--- config.mk ---
export PLATFORM = sky130hd
export DESIGN_NAME = seq_alu
export DESIGN_NICKNAME = d
export VERILOG_FILES = /design/src/rtl/alu_pkg.sv /design/src/rtl/alu_shifter.sv /design/src/rtl/seq_alu.sv
export SDC_FILE = /design/constraint.sdc
export NUM_CORES = 1
export LEC_CHECK = 0
export CORE_UTILIZATION = 25
export DETAILED_ROUTE_END_ITERATION = 16
export HOLD_SLACK_MARGIN = 0.12
export MAX_ROUTING_LAYER = met4
export PLACE_DENSITY = 0.54
export SKIP_CTS_REPAIR_TIMING = 1
export SYNTH_ARGS = -nofsm -noshare
export SYNTH_HDL_FRONTEND = slang
export SYNTH_SLANG_ARGS = --single-unit
export TNS_END_PERCENT = 5
--- constraint.sdc ---
create_clock -name clk -period 2.5 [get_ports clk]
set_clock_uncertainty 0.1 [all_clocks]
set_input_delay 0.5 -clock clk [delete_from_list [all_inputs] [get_ports clk]]
set_output_delay 0.5 -clock clk [all_outputs]
set_load 0.02 [all_outputs]
--- src/rtl/alu_pkg.sv ---
// Shared definitions for the sequential ALU: operation codes, FSM states and
// the datapath width.
package alu_pkg;

    localparam int WIDTH = 32;

    typedef enum logic [3:0] {
        OP_AND  = 4'b0000,
        OP_OR   = 4'b0001,
        OP_ADD  = 4'b0010,
        OP_SLL  = 4'b0011,
        OP_SUB  = 4'b0110,
        OP_SLT  = 4'b0111,
        OP_LUI  = 4'b1000,
        OP_XOR  = 4'b1001,
        OP_BLEZ = 4'b1010,
        OP_SRLV = 4'b1011,
        OP_SRL  = 4'b1100,
        OP_BGTZ = 4'b1101
    } alu_op_t;

    typedef enum logic {
        IDLE  = 1'b0,
        SHIFT = 1'b1
    } state_t;

    function automatic logic is_shift(input logic [3:0] code);
        return (code == OP_SLL) || (code == OP_SRL) || (code == OP_SRLV);
    endfunction

endpackage

--- src/rtl/alu_shifter.sv ---
// Iterative one-bit-per-cycle shifter with a 5-bit down-counter; dout presents
// the value after the step in progress so the caller can register it on the last step.
module alu_shifter #(
    parameter int WIDTH = 32
) (
    input  logic             clk,
    input  logic             reset_n,
    input  logic             load,
    input  logic             dir,
    input  logic [4:0]       amount,
    input  logic [WIDTH-1:0] din,
    output logic             busy,
    output logic             last,
    output logic [WIDTH-1:0] dout
);

    logic [WIDTH-1:0] r_data;
    logic [4:0]       r_count;
    logic             r_dir;
    logic [WIDTH-1:0] w_step;

    // One-bit step in the captured direction (dir=1 shifts left).
    always_comb begin
        w_step = r_data;
        if (r_dir) begin
            w_step = {r_data[WIDTH-2:0], 1'b0};
        end else begin
            w_step = {1'b0, r_data[WIDTH-1:1]};
        end
    end

    // Shift register and count: load on request, then step until the count is exhausted.
    always_ff @(posedge clk or negedge reset_n) begin
        if (!reset_n) begin
            r_data  <= '0;
            r_count <= 5'd0;
            r_dir   <= 1'b0;
        end else if (load) begin
            r_data  <= din;
            r_count <= amount;
            r_dir   <= dir;
        end else if (r_count != 5'd0) begin
            r_data  <= w_step;
            r_count <= r_count - 5'd1;
        end else begin
            r_data  <= r_data;
            r_count <= r_count;
        end
    end

    assign busy = (r_count != 5'd0);
    assign last = (r_count == 5'd1);
    assign dout = w_step;

endmodule

--- src/rtl/seq_alu.sv ---
// Sequential MIPS32 execution unit: single-cycle logic/arithmetic/compare ops,
// iterative shifts, start/done handshake with busy stall indication.
module seq_alu #(
    parameter int WIDTH = 32
) (
    input  logic             clk,
    input  logic             reset_n,
    input  logic             start,
    input  logic [3:0]       alucontrol,
    input  logic [WIDTH-1:0] a,
    input  logic [WIDTH-1:0] b,
    input  logic [4:0]       shamt,
    output logic             busy,
    output logic             done,
    output logic [WIDTH-1:0] result,
    output logic             zero,
    output logic             illegal
);

    import alu_pkg::*;

    state_t           r_state;
    logic             r_busy;
    logic             r_done;
    logic             r_zero;
    logic             r_illegal;
    logic [WIDTH-1:0] r_result;

    logic [WIDTH-1:0] w_alu_res;
    logic             w_alu_zero;
    logic             w_alu_ill;
    logic             w_is_shift;
    logic [4:0]       w_amount;
    logic             w_accept;
    logic             w_sh_load;
    logic             w_sh_dir;
    logic             w_sh_busy;
    logic             w_sh_last;
    logic [WIDTH-1:0] w_sh_dout;

    // Single-cycle datapath; shift codes pass b through for the zero-count case.
    always_comb begin
        w_alu_res = '0;
        w_alu_ill = 1'b0;
        case (alucontrol)
            OP_AND:  w_alu_res = a & b;
            OP_OR:   w_alu_res = a | b;
            OP_ADD:  w_alu_res = a + b;
            OP_SUB:  w_alu_res = a - b;
            OP_SLT:  w_alu_res = {{(WIDTH-1){1'b0}}, ($signed(a) < $signed(b))};
            OP_XOR:  w_alu_res = a ^ b;
            OP_LUI:  w_alu_res = {b[WIDTH-17:0], 16'h0000};
            OP_SLL:  w_alu_res = b;
            OP_SRL:  w_alu_res = b;
            OP_SRLV: w_alu_res = b;
            OP_BLEZ: w_alu_res = a - b;
            OP_BGTZ: w_alu_res = a - b;
            default: begin
                w_alu_res = '0;
                w_alu_ill = 1'b1;
            end
        endcase
    end

    // Branch codes flag on the sign of a; everything else flags a zero result.
    always_comb begin
        w_alu_zero = 1'b0;
        case (alucontrol)
            OP_BLEZ: w_alu_zero = a[WIDTH-1] | (a == '0);
            OP_BGTZ: w_alu_zero = ~a[WIDTH-1] & (a != '0);
            default: w_alu_zero = (w_alu_res == '0);
        endcase
    end

    assign w_is_shift = is_shift(alucontrol);
    assign w_amount   = (alucontrol == OP_SRLV) ? a[4:0] : shamt;
    assign w_sh_dir   = (alucontrol == OP_SLL);
    assign w_accept   = (r_state == IDLE) && start;
    assign w_sh_load  = w_accept && w_is_shift && (w_amount != 5'd0);

    alu_shifter #(.WIDTH(WIDTH)) u_shifter (
        .clk     (clk),
        .reset_n (reset_n),
        .load    (w_sh_load),
        .dir     (w_sh_dir),
        .amount  (w_amount),
        .din     (b),
        .busy    (w_sh_busy),
        .last    (w_sh_last),
        .dout    (w_sh_dout)
    );

    // Control FSM with registered handshake outputs and result/flag holding.
    always_ff @(posedge clk or negedge reset_n) begin
        if (!reset_n) begin
            r_state   <= IDLE;
            r_busy    <= 1'b0;
            r_done    <= 1'b0;
            r_illegal <= 1'b0;
            r_result  <= '0;
            r_zero    <= 1'b0;
        end else begin
            case (r_state)
                IDLE: begin
                    r_done    <= 1'b0;
                    r_illegal <= 1'b0;
                    if (w_sh_load) begin
                        r_state <= SHIFT;
                        r_busy  <= 1'b1;
                    end else if (w_accept) begin
                        r_result  <= w_alu_res;
                        r_zero    <= w_alu_zero;
                        r_illegal <= w_alu_ill;
                        r_done    <= 1'b1;
                    end else begin
                        r_busy <= 1'b0;
                    end
                end
                SHIFT: begin
                    r_done    <= 1'b0;
                    r_illegal <= 1'b0;
                    if (w_sh_last) begin
                        r_state  <= IDLE;
                        r_busy   <= 1'b0;
                        r_result <= w_sh_dout;
                        r_zero   <= (w_sh_dout == '0);
                        r_done   <= 1'b1;
                    end else if (w_sh_busy) begin
                        r_busy <= 1'b1;
                    end else begin
                        // Shifter idle without a last step: recover to IDLE.
                        r_state <= IDLE;
                        r_busy  <= 1'b0;
                    end
                end
                default: begin
                    r_state   <= IDLE;
                    r_busy    <= 1'b0;
                    r_done    <= 1'b0;
                    r_illegal <= 1'b0;
                end
            endcase
        end
    end

    assign busy    = r_busy;
    assign done    = r_done;
    assign result  = r_result;
    assign zero    = r_zero;
    assign illegal = r_illegal;

endmodule
==> flow_summary.yaml, run 1 <==
clock_network:
  clkLatencyLatePin_ns: 0.33
  cts_tree: "done"
  clk_pin_slew_ns: 0.06
  clock-sinks: 75
  htree_levels: 3
  clock_path_buffers: 2
  cts_root_buf: "clkbuf_16"
  numCtsBuffers: 9
routing:
  dr.pass1.iters: 6
  dr.first_iter.drc_count: 1375
  drc: 0
  viasPerCell: 5.36
  antenna_violating_nets_post_route: 0
  num_vias: 13900
  routed_wirelength_mm: 59.8
  avgRoutedWirePerCell_um: 23.1
logic_synthesis:
  ys_warn_count: 0
  ys.flop_type: "dfrtp_1"
  yosysSeqAreaShare: 0.176
  avgSynthCellArea_um2: 7.40
  syn_nets: 1632
  synth_edf_count: 0
  synth-async-reset-ratio: 1.00
  synth_top_cell_area_share: 0.176
  netlist_instances: 1443
  synth.distinct_cells: 95
  synth_top_cells_by_area: "dfrtp_1 (18%), ha_1 (13%), a21oi_1 (8.4%)"
  ys_seq_elements: 75
  yosys.area.top_type: "dfrtp_1"
  syn_area_um2: 10700
global_route:
  grt_max_degree: 61
  grt.total_usage: 0.269
  antenna_found_initial: 2
  grt_pass1_vias: 12900
  overflow: 0
  grt_pass1_wl_mm: 85.0
worst_setup_path:
  reg2reg_depth: 8
  endpoint: "result[31]"
  r2r-end: "zero"
  endpoint_kind: "register"
  start_kind: "input pin"
  timing.rr.start: "u_shifter.r_dir"
  crit_type: "input pin to register"
  required_ns: 2.60
  cp.arrival_ns: 3.48
  crit_start: "b[26]"
  worstPathMaxFanout: 4
  r2r_setup_slack_ns: 0.18
die:
  io-pin-count: 112
  die-width_um: 209
  core_um2: 42000
  dieArea_um2: 43600
  die_h_um: 209
  num_rows: 75
  start_util: 0.254
sta:
  worstMarginPinSlew_ns: 0.838
  hold_viol_final: 0
  setup_viol: 31
  worst_slack_ns: -0.874
  finalCriticalPeriod_ns: 3.37
  slew_violations: 0
  max-slew-margin-rel: 0.437
  fmax_mhz: 296
  rsz0062_at_grt: "yes"
  min_period_over_period: 1.35
placed_design:
  place.port_buffers: 111
  dpl-instance-area_um2: 16400
  hpwl_mm: 49.9
  gp_congestion: 1.01
power_and_ir_drop:
  power.density_nw_per_um2: 565
  peakVddDrop_v: 0.000415
  p_leak_nw: 8.31
min_path:
  min_path_type: "input pin to async pin"
status:
  failed_checks: "negative setup slack"
  status: "finished with violations"
layout:
  utilization: 0.443
  fin_area_um2: 18600
  nets: 2238
  n_fill_cell: 4249
  multi_input_area_um2: 9600
  syn_to_final_growth_pct: 74.5
  drive_gt1_frac: 0.453
  final-seq-area_um2: 1880
flow_run:
  drv_cap: 0
-- how the worst min path moves through the flow --
| stage | slack [ns] | end |
|---|---|---|
| 6_report | 0.10 | result[2] |
| 5_1_grt | 0.17 | u_shifter.r_count[3] |
| 4_1_cts | 0.14 | u_shifter.r_count[2] |
| 3_5_place_dp | 0.40 | result[16] |
| 3_3_place_gp | 0.38 | result[16] |
| 2_1_floorplan | 0.10 | busy |
-- per-layer routing --
metal	share of wire	global-route usage
met2	0.44	0.410
met5	0	-
met3	0.067	0.0213
met4	0.033	0.0733
met1	0.46	0.381
-- cell usage after synthesis, types with 5 or more instances --
cell         n
or2_2        7
o21bai_1     8
nor2b_1     18
o31ai_1     14
a222oi_1     9
buf_4       12
nand4_1     27
nand2_1    121
a22oi_1     11
o211ai_1    22
buf_2       19
o2bb2ai_1    6
inv_1      104
and2_1       5
nand3_1     28
a21boi_0     5
a221o_1     15
clkbuf_1    56
nand2b_1     8
a2111oi_0    6
o221ai_1     5
a21oi_2      5
o21a_1       7
and3_1       7
ha_1       111
o311ai_0    10
nor3_1      26
a211o_1      7
nor4_1      26
mux2_2      16
dfrtp_1     75
a21o_1      12
o22ai_1      6
nor2_1     171
buf_6        5
a211oi_1    25
o21ai_1      7
xnor2_1     11
mux2i_1     34
o2111ai_1    9
o21ai_0     64
or3_1        5
a31oi_1     14
a21oi_1    179
a221oi_1     5
-- where the power goes --
group | switching (mW) | leakage [nW] | internal, mW
clock | 0.457 | 0.146 | 0.820
combinational | 3.82 | 7.30 | 3.20
sequential | 0.433 | 0.868 | 1.80
-- worst max-delay path, stage by stage --
cell	delay [ns]
clkdlybuf4s50_1	0.51
inv_1	0.09
ha_4	0.25
nor4_4	0.30
buf_4	0.18
nand4_1	0.12
or2_2	0.33
o311ai_2	0.11
a211oi_1	0.11
o32a_1	0.35
a2111oi_4	0.35
mux2_4	0.21
a21oi_1	0.06
-- cell usage in the layout, fill, tap and decap left out, types with 10 or more instances in the layout --
master             n
a211oi_1          14
a21o_1            12
a21oi_1          146
a21oi_2           21
a21oi_4           17
a221o_1           15
a22oi_1           11
buf_12            10
buf_4            533
buf_6             41
clkbuf_2          13
clkdlybuf4s50_1   53
dfrtp_1           75
dlymetal6s2s_1    29
ha_1              76
ha_4              29
inv_1             62
inv_2             38
mux2_2            13
mux2i_1           33
nand2_1          111
nand3_1           22
nand4_1           27
nor2_1           161
nor2b_1           11
nor3_1            17
nor4_1            15
nor4_4            11
o211ai_1          22
o21ai_0           44
o21ai_1           18
xnor2_1           11
-- logic make-up after synthesis --
| family | count (synthesis) | synth area share |
|---|---|---|
| AOI/OAI and AO/OA | 502 | 0.324 |
| and+or+nand+nor | 480 | 0.217 |
| buffers and inverters | 205 | 0.0822 |
| adders and majority gates | 113 | 0.134 |
| DFF | 75 | 0.176 |
| muxes | 54 | 0.0561 |
| xor gates and xnor gates | 14 | 0.0115 |
-- per-stage QoR --
stage	setup slack (ns)	hold slack, ns	std cells	setup TNS (ns)	power, mW
after floorplan	-0.610	0.104	1443	-15.05	5.44
after global placement	-1.93	0.382	2538	-69.12	8.44
after detailed placement	-1.91	0.398	2538	-70.48	8.50
after CTS	-1.59	0.141	2553	-45.25	9.83
after global routing	-0.957	0.169	2593	-17.85	11.2
final	-0.874	0.102	2594	-15.33	10.5
-- final cells by class --
type	count	share of cell area
Multi-Input combinational cell	1163	0.515
Timing Repair Buffer	689	0.308
Sequential cell	75	0.101
Tap cell	539	0.0362
Inverter	111	0.0240
Clock buffer	13	0.0140
Clock inverter	2	0.00188
Antenna cell	2	0.000268
Power figures use the tool's default switching activity.
==> run 2: changes to the inputs <==
Settings changed: PLACE_DENSITY 0.54 to 0.53.
==> run 2 against run 1 <==
Net effect: the run still ends with negative setup slack left; first-iteration DRC count fell by 0.80%; clock-buffer cell count fell by 3; clock power rose by 12%; sequential cell count did not move; combinational power rose by 2%; worst setup slack got worse by 0.030 ns; via count rose by 1.9%; cell count rose by 0.62%; register-to-register slack barely moved; routed wire length rose by 1.4%; critical path depth rose by 1.
==> flow_summary.yaml, run 2 (synthesis results as in run 1) <==
die:
  core_um2: 42000
  die-width_um: 209
  io-pin-count: 112
  num_rows: 75
  start_util: 0.254
  die_h_um: 209
  dieArea_um2: 43600
power_and_ir_drop:
  p_leak_nw: 8.48
  power.density_nw_per_um2: 568
  peakVddDrop_v: 0.000410
layout:
  drive_gt1_frac: 0.455
  syn_to_final_growth_pct: 78.2
  utilization: 0.453
  final_cells: 2610
  layout_common_cells: "buf_4 (535), nor2_1 (165), a21oi_1 (147)"
  nets: 2253
  layout_commonest_cell: "buf_4"
clock_network:
  htree_levels: 3
  clkLatencyLatePin_ns: 0.34
  cts_root_buf: "clkbuf_16"
  clock_path_buffers: 2
  clock-sinks: 75
  clk_pin_slew_ns: 0.07
  numCtsBuffers: 9
  cts_tree: "done"
worst_setup_path:
  endpoint_kind: "register"
  crit_chain: "clkdlybuf4s50_1, buf_6, buf_4, xor2_2, a2bb2oi_2, buf_4, buf_6, buf_12, nor2_1, a311o_1, a2111o_1, nor4_4, nand4_1, o21ai_1"
  cp.arrival_ns: 3.57
  crit_family: "buffers and inverters"
  worstPathMaxFanout: 11
  required_ns: 2.67
  critical_path.max_stage_delay_ns: 0.43
  critPathBufInv: 6
  crit_type: "input pin to register"
  start_kind: "input pin"
  cp_slowest_cell: "clkdlybuf4s50_1"
global_route:
  grt.total_usage: 0.273
  grt_max_degree: 61
  grt_pass1_vias: 13200
  grt_pass1_wl_mm: 86.3
  overflow: 0
  antenna_found_initial: 3
sta:
  min_period_over_period: 1.36
  finalCriticalPeriod_ns: 3.40
  slew_violations: 0
  worstMarginPinSlew_ns: 0.776
  rsz0062_at_grt: "yes"
  fin_hold_ws_ns: 0.400
  worst_slack_ns: -0.904
  hold_viol_final: 0
  fmax_mhz: 294
  setup_viol: 34
  max-slew-margin-rel: 0.479
placed_design:
  hpwl_mm: 50.0
  dp_slack_ns: -2.10
  placed_cells: 2533
  gp_congestion: 1.00
  place.port_buffers: 111
routing:
  viasPerCell: 5.43
  num_vias: 14200
  drc: 0
  antenna_violating_nets_post_route: 0
  avgRoutedWirePerCell_um: 23.2
  routed_wirelength_mm: 60.6
  dr.pass1.iters: 6
  dr.first_iter.drc_count: 1364
status:
  failed_checks: "negative setup slack"
  status: "finished with violations"
min_path:
  min_path_type: "register to register"
flow_run:
  drv_cap: 0
## run 2: worst paths after layout
check | start | endpoint | slack [ns] | cells after the start
worst max register to register | u_shifter.r_dir | zero | 0.17 | 8
min in group asynchronous | reset_n | u_shifter.r_data[1] | 0.58 | 2
worst min register to register | result[16] | result[16] | 0.40 | 1
worst min-delay path | result[16] | result[16] | 0.40 | 1
max in group asynchronous | reset_n | result[26] | 1.13 | 3
worst max-delay path | alucontrol[3] | zero | -0.90 | 14
## run 2: metrics by stage
step	power (mW)	setup TNS, ns	cell area (um2)
global placement	8.45	-77.24	16400
floorplan	5.44	-15.05	10900
detailed placement	8.50	-81.59	16400
finish	10.8	-18.62	19000
CTS	9.97	-55.36	16800
global route	11.5	-21.39	19000
## run 2: power breakdown
part | internal [mW] | total [mW] | switching, mW
clock | 0.903 | 1.43 | 0.527
combinational | 3.29 | 7.14 | 3.85
sequential | 1.80 | 2.24 | 0.443
## run 2: cell type report
cell class | count | area (um2)
sequential | 75 | 1880
clock inverter | 6 | 87.6
inverter | 111 | 434
tap | 539 | 674
clock buffer | 10 | 239
timing repair buffer | 704 | 6020
fill | 4240 | 23000
multi-input combinational | 1163 | 9700
antenna | 2 | 5.00
## run 2: per-layer routing
metal / GRT usage / vias to the layer above / share of wire
met4: 0.0786 / 0 / 0.039
met1: 0.387 / 6924 / 0.46
li1: - / 6570 / -
met3: 0.0164 / 104 / 0.058
met5: - / - / 0
met2: 0.415 / 567 / 0.44
==> edit 1: new RTL, config.mk and constraints of run 2 <==
`WIDTH` is set to 32 in 3 places; all go to 64.
--- a/src/rtl/alu_pkg.sv
+++ b/src/rtl/alu_pkg.sv
@@ -2,7 +2,7 @@
 // the datapath width.
 package alu_pkg;
 
-    localparam int WIDTH = 32;
+    localparam int WIDTH = 64;
 
     typedef enum logic [3:0] {
         OP_AND  = 4'b0000,
--- a/src/rtl/alu_shifter.sv
+++ b/src/rtl/alu_shifter.sv
@@ -1,7 +1,7 @@
 // Iterative one-bit-per-cycle shifter with a 5-bit down-counter; dout presents
 // the value after the step in progress so the caller can register it on the last step.
 module alu_shifter #(
-    parameter int WIDTH = 32
+    parameter int WIDTH = 64
 ) (
     input  logic             clk,
     input  logic             reset_n,
--- a/src/rtl/seq_alu.sv
+++ b/src/rtl/seq_alu.sv
@@ -1,7 +1,7 @@
 // Sequential MIPS32 execution unit: single-cycle logic/arithmetic/compare ops,
 // iterative shifts, start/done handshake with busy stall indication.
 module seq_alu #(
-    parameter int WIDTH = 32
+    parameter int WIDTH = 64
 ) (
     input  logic             clk,
     input  logic             reset_n,
Interface: changed (resized a, b and result); port bits go from 112 to 208. The function was not compared with the original's and may differ.
==> edit 1 against run 2 <==
  * The run still ends with negative setup slack left
  * Critical path depth is 2 higher
  * Synthesized cell count is 110% higher
  * Worst setup slack worse by 760 ps
  * Sequential cell count is 64 higher
  * Count of clock-buffer cells in the layout is 7 higher
  * Area after synthesis is 96% higher
  * Routed wire length is 140% higher
  * Power is 110% higher
  * Final area is 97% higher
  * Critical path type unchanged
  * Critical endpoint unchanged
  * Highest routed layer unchanged
==> edit 1: results (changes against run 2) <==
final estimated routing congestion in global placement - 1.082 (was 1.002)
clock network latency to the later pin of the worst-skew pair - 460 ps (was 340 ps)
number of buffer cells added on primary ports - 207 (was 111)
endpoint of the lowest-slack register-to-register path - zero$_DFFE_PN0P_ (unchanged)
Post-synth top cells - 366 x sky130_fd_sc_hd__nand2_1, 325 x sky130_fd_sc_hd__o21ai_0, 244 x sky130_fd_sc_hd__nor2_1 (was 179 x sky130_fd_sc_hd__a21oi_1, 171 x sky130_fd_sc_hd__nor2_1, 121 x sky130_fd_sc_hd__nand2_1)
share of async-settable or async-resettable flops after synthesis - 1.000 (unchanged)
fraction of final layout cells sized beyond drive strength 1 - 0.4326 (was 0.4553)
post-layout net count - 4683 (was 2253)
outcome - complete, but fails checks (unchanged)
sequential fraction of the synthesis area - 0.1660 (was 0.1757)
Hold WS - 374.2 ps (was 400.0 ps)
critical path's slowest cell - sky130_fd_sc_hd__clkdlybuf4s50_1 (unchanged)
Bufs on Longest Clock Path - 2 (unchanged)
leakage dissipation - 17.25 nW (was 8.485 nW)
worst slew pin tran - 879.9 ps (was 775.7 ps)
CTS root buffer - sky130_fd_sc_hd__clkbuf_16 (unchanged)
number of unique standard cell types used by synthesis - 98 (was 95)
path class of the lowest-slack min-delay path - reg2reg (unchanged)
peak supply drop - 0.5710 mV (was 0.4097 mV)
register-to-register setup slack - -1560 ps (was 170 ps)
via count of the first global-routing pass - 27889 (was 13185)
depth of the CTS H-tree - 4 (was 3)
end point of the most critical hold path - result[18]$_DFFE_PN0P_ (was result[16]$_DFFE_PN0P_)
cell types occupying the most area after synthesis - sky130_fd_sc_hd__dfrtp_1 17%, sky130_fd_sc_hd__ha_1 13%, sky130_fd_sc_hd__o21ai_0 7.8%, sky130_fd_sc_hd__nand2_1 6.6%, sky130_fd_sc_hd__a21oi_1 5.5% (was sky130_fd_sc_hd__dfrtp_1 18%, sky130_fd_sc_hd__ha_1 13%, sky130_fd_sc_hd__a21oi_1 8.4%, sky130_fd_sc_hd__nor2_1 6.0%, sky130_fd_sc_hd__nand2_1 4.3%)
hold_sp - result[18]$_DFFE_PN0P_ (was result[16]$_DFFE_PN0P_)
overall via count from detail_route - 30085 (was 14165)
Reg clk slew, reported paths - 70 ps (about the same)
maximum cell stage delay along the critical path - 480 ps (was 430 ps)
number of DRC markers after the initial detailed-route iteration - 3328 (was 1364)
total track usage - 0.3308 (was 0.2727)
Worst R2R Path Depth - 15 (was 8)
global-route wire length before repair - 198300 um (was 86290 um)
number of antenna violations at the first check in global routing - 18 (was 3)
Final Worst Setup Slack - -1662 ps (was -903.7 ps)
worst hold path cell count - 2 (was 1)
Finish-stage setup viols - 117 (was 34)
syn nets - 3340 (was 1632)
final hold violation count - 0 (unchanged)
worst path arrival time - 4430 ps (was 3570 ps)
Routed Wire Length - 143900 um (was 60610 um)
Post-Place Setup Slack - -3113 ps (was -2099 ps)
sum of net half-perimeters after detailed placement - 119300 um (was 50030 um)
maximum net fanout on the critical path - 19 (was 11)
maximum number of pins on one net before global-route repair - 97 (was 61)
clock buffer count from CTS - 17 (was 9)
violated checks - negative setup slack (unchanged)
==> edit 1: cell types whose count changed after synthesis, moves of 46 or more <==
cell,change
sky130_fd_sc_hd__dfrtp_1,+64
sky130_fd_sc_hd__nor4_1,+46
sky130_fd_sc_hd__clkbuf_1,+103
sky130_fd_sc_hd__inv_1,+110
sky130_fd_sc_hd__nor3_1,+47
sky130_fd_sc_hd__nor2_1,+73
sky130_fd_sc_hd__a21oi_1,+53
sky130_fd_sc_hd__mux2i_1,+51
sky130_fd_sc_hd__nand2_1,+245
sky130_fd_sc_hd__ha_1,+104
sky130_fd_sc_hd__o21ai_0,+261
==> edit 1: metal layers <==
| metal | vias to the layer above | share of wire | track usage |
|---|---|---|---|
| met1 | 14515 | 0.43 | 0.4484 |
| met2 | 1590 | 0.43 | 0.4879 |
| li1 | 13690 | - | - |
| met3 | 290 | 0.092 | 0.05505 |
| met5 | - | 0 | - |
| met4 | 0 | 0.049 | 0.1252 |
==> edit 1: layout make-up <==
cell class                 count  area, sq um
clock buffer                  17        425.4
clock inverter                15        143.9
antenna                       12        30.03
timing repair buffer        1523        12570
inverter                     219        854.6
fill                        8397        45090
multi-input combinational   2426        18570
sequential                   139         3483
tap                         1070         1339
==> edit 1: stage by stage <==
step	power, mW	TNS [ps]	std cells	utilization	cell area, sq um
floorplan	10.52	-51730	2983	-	21210
global placement	18.78	-196840	5305	0.4056	33460
detailed placement	18.84	-204230	5306	0.4058	33480
CTS	21.43	-140460	5338	0.4127	34050
global route	24.02	-115340	5417	0.4533	37400
finish	22.80	-99660	5421	0.4534	37410
==> edit 1: worst max-delay path by stage <==
stage	startpoint	end	slack, ps	depth (start not counted)
after floorplan	a[0]	zero$_DFFE_PN0P_	-1370	15
after global placement	a[14]	zero$_DFFE_PN0P_	-3200	17
after detailed placement	a[14]	zero$_DFFE_PN0P_	-3110	17
after CTS	a[14]	zero$_DFFE_PN0P_	-2680	17
after global routing	alucontrol[2]	zero$_DFFE_PN0P_	-1820	15
final	alucontrol[2]	zero$_DFFE_PN0P_	-1660	16
==> edit 1: cell families (layout without fill, tap and decap cells) <==
group	Yosys count	count (layout)	share of synthesized area
simple gates	1017	1017	0.2292
fa+ha+maj	217	217	0.1303
compound gates	1064	1064	0.3296
buf+inv	418	1774	0.07559
other cells	0	12	0
mux	121	121	0.06639
xor+xnor	7	7	0.002926
flops	139	139	0.1660
==> edit 1: report_power, final <==
group	leakage (nW)	internal [mW]	switching, mW	total, mW
logic	15.3	7.26	8.62	15.9
clock network	0.280	1.32	1.24	2.56
registers	1.67	3.39	0.971	4.36
==> edit 1: worst max-delay path: cells and delay by family <==
kind	cells	cell delay, ps
AOI/OAI and AO/OA	4	1140
buffers and inverters	5	1320
muxes	1	100
and+or+nand+nor	6	1350
==> edit 2: new RTL, settings of run 2 <==
Made on the original files. Remove the case item `OP_BGTZ` of the case on `alucontrol`.
--- a/src/rtl/seq_alu.sv
+++ b/src/rtl/seq_alu.sv
@@ -54,7 +54,6 @@
             OP_SRL:  w_alu_res = b;
             OP_SRLV: w_alu_res = b;
             OP_BLEZ: w_alu_res = a - b;
-            OP_BGTZ: w_alu_res = a - b;
             default: begin
                 w_alu_res = '0;
                 w_alu_ill = 1'b1;
Formal check against the unedited RTL: not equivalent (a bounded check fails within 4 cycles, from zero or initial values and one cycle with reset_n low).
==> edit 2 against run 2 <==
  * The flow still finishes with violations (negative setup slack)
  * Worst setup slack lost 350 ps
  * Routed wire length grew 3.1%
  * Sequential cell count is the same
  * Power grew 2.3%
  * Area after synthesis shrank 0.81%
  * Clock power grew 14%
  * Critical path depth is the same
  * Non-clock buffer count grew 1
  * Synthesized cell count grew 3.0%
  * Sequential share of layout area grew 0.23 points
  * Final area shrank 2.3%
==> edit 2: results (changes against run 2) <==
met1 Use GR - 0.3968 (was 0.3872)
register-to-register setup slack - 300 ps (was 170 ps)
number of signal-net buffers in the layout - 705 (was 704)
sequential fraction of the synthesis area - 0.1771 (was 0.1757)
leakage dissipation - 8.499 nW (was 8.485 nW)
overall via count from detail_route - 14286 (was 14165)
final estimated routing congestion in global placement - 1.016 (was 1.002)
synthesized area divided by synthesized cell count - 7.125 sq um (was 7.402 sq um)
Final Worst Setup Slack - -1249 ps (was -903.7 ps)
Routed Wire Length - 62510 um (was 60610 um)
maximum net fanout on the critical path - 7 (was 11)
Finish-stage setup viols - 34 (unchanged)
critical path's slowest cell - sky130_fd_sc_hd__or4bb_4 (was sky130_fd_sc_hd__clkdlybuf4s50_1)
Global Route met2 Usage - 0.4399 (was 0.4147)
routed length on met1 - 28660 um (was 28050 um)
worst path arrival time - 3930 ps (was 3570 ps)
share of the core filled with cells in the final layout - 0.4444 (was 0.4528)
met3 global-route usage - 0.02103 (was 0.01638)
overall die area - 43210 sq um (was 43560 sq um)
number of antenna violations at the first check in global routing - 1 (was 3)
Total Negative Setup Slacks - -18990 ps (was -18620 ps)
Worst R2R Path Depth - 7 (was 8)
global-route wire length before repair - 89190 um (was 86290 um)
post-detailed-placement cell area - 16390 sq um (was 16450 sq um)
routed wire length on met2 - 27920 um (was 26670 um)
count of sequential standard cells - 75 (unchanged)
non-clock buffer area fraction after layout - 0.3146 (was 0.3162)
syn nets - 1676 (was 1632)
via/cell ratio - 5.387 (was 5.427)
critical path startpoint - a[19] (was alucontrol[3])
violated checks - negative setup slack (unchanged)
footprint of the multi-input gates - 9366 sq um (was 9698 sq um)
maximum number of pins on one net before global-route repair - 76 (was 61)
outcome - complete, but fails checks (unchanged)
relative slew slack - 0.3597 (was 0.4789)
## edit 2: changes by cell type in the layout (fill, tap and decap cells not counted), sizes merged, moves of 6 or more
cell,before,now
dlymetal6s2s,30,36
a222oi,9,2
or3,6,14
mux2i,34,41
o21ai,71,85
nor4,31,22
nor3,27,41
mux2,17,7
nor2,172,198
nand2b,9,16
## edit 2: cell families (layout without fill, tap and decap cells)
logic type / count (synthesis) / in the layout / share of synthesized area
flops: 75 / 75 / 0.1771
fa+ha+maj: 113 / 113 / 0.1349
xor+xnor: 8 / 8 / 0.006613
compound gates: 491 / 491 / 0.3000
simple gates: 533 / 533 / 0.2385
mux: 56 / 56 / 0.06318
buf+inv: 211 / 837 / 0.07971
## edit 2: report_power, final
| part | leakage, nW | switching [mW] | internal [mW] |
|---|---|---|---|
| logic | 7.46 | 3.95 | 3.26 |
| clock network | 0.183 | 0.495 | 1.13 |
| registers | 0.861 | 0.418 | 1.81 |
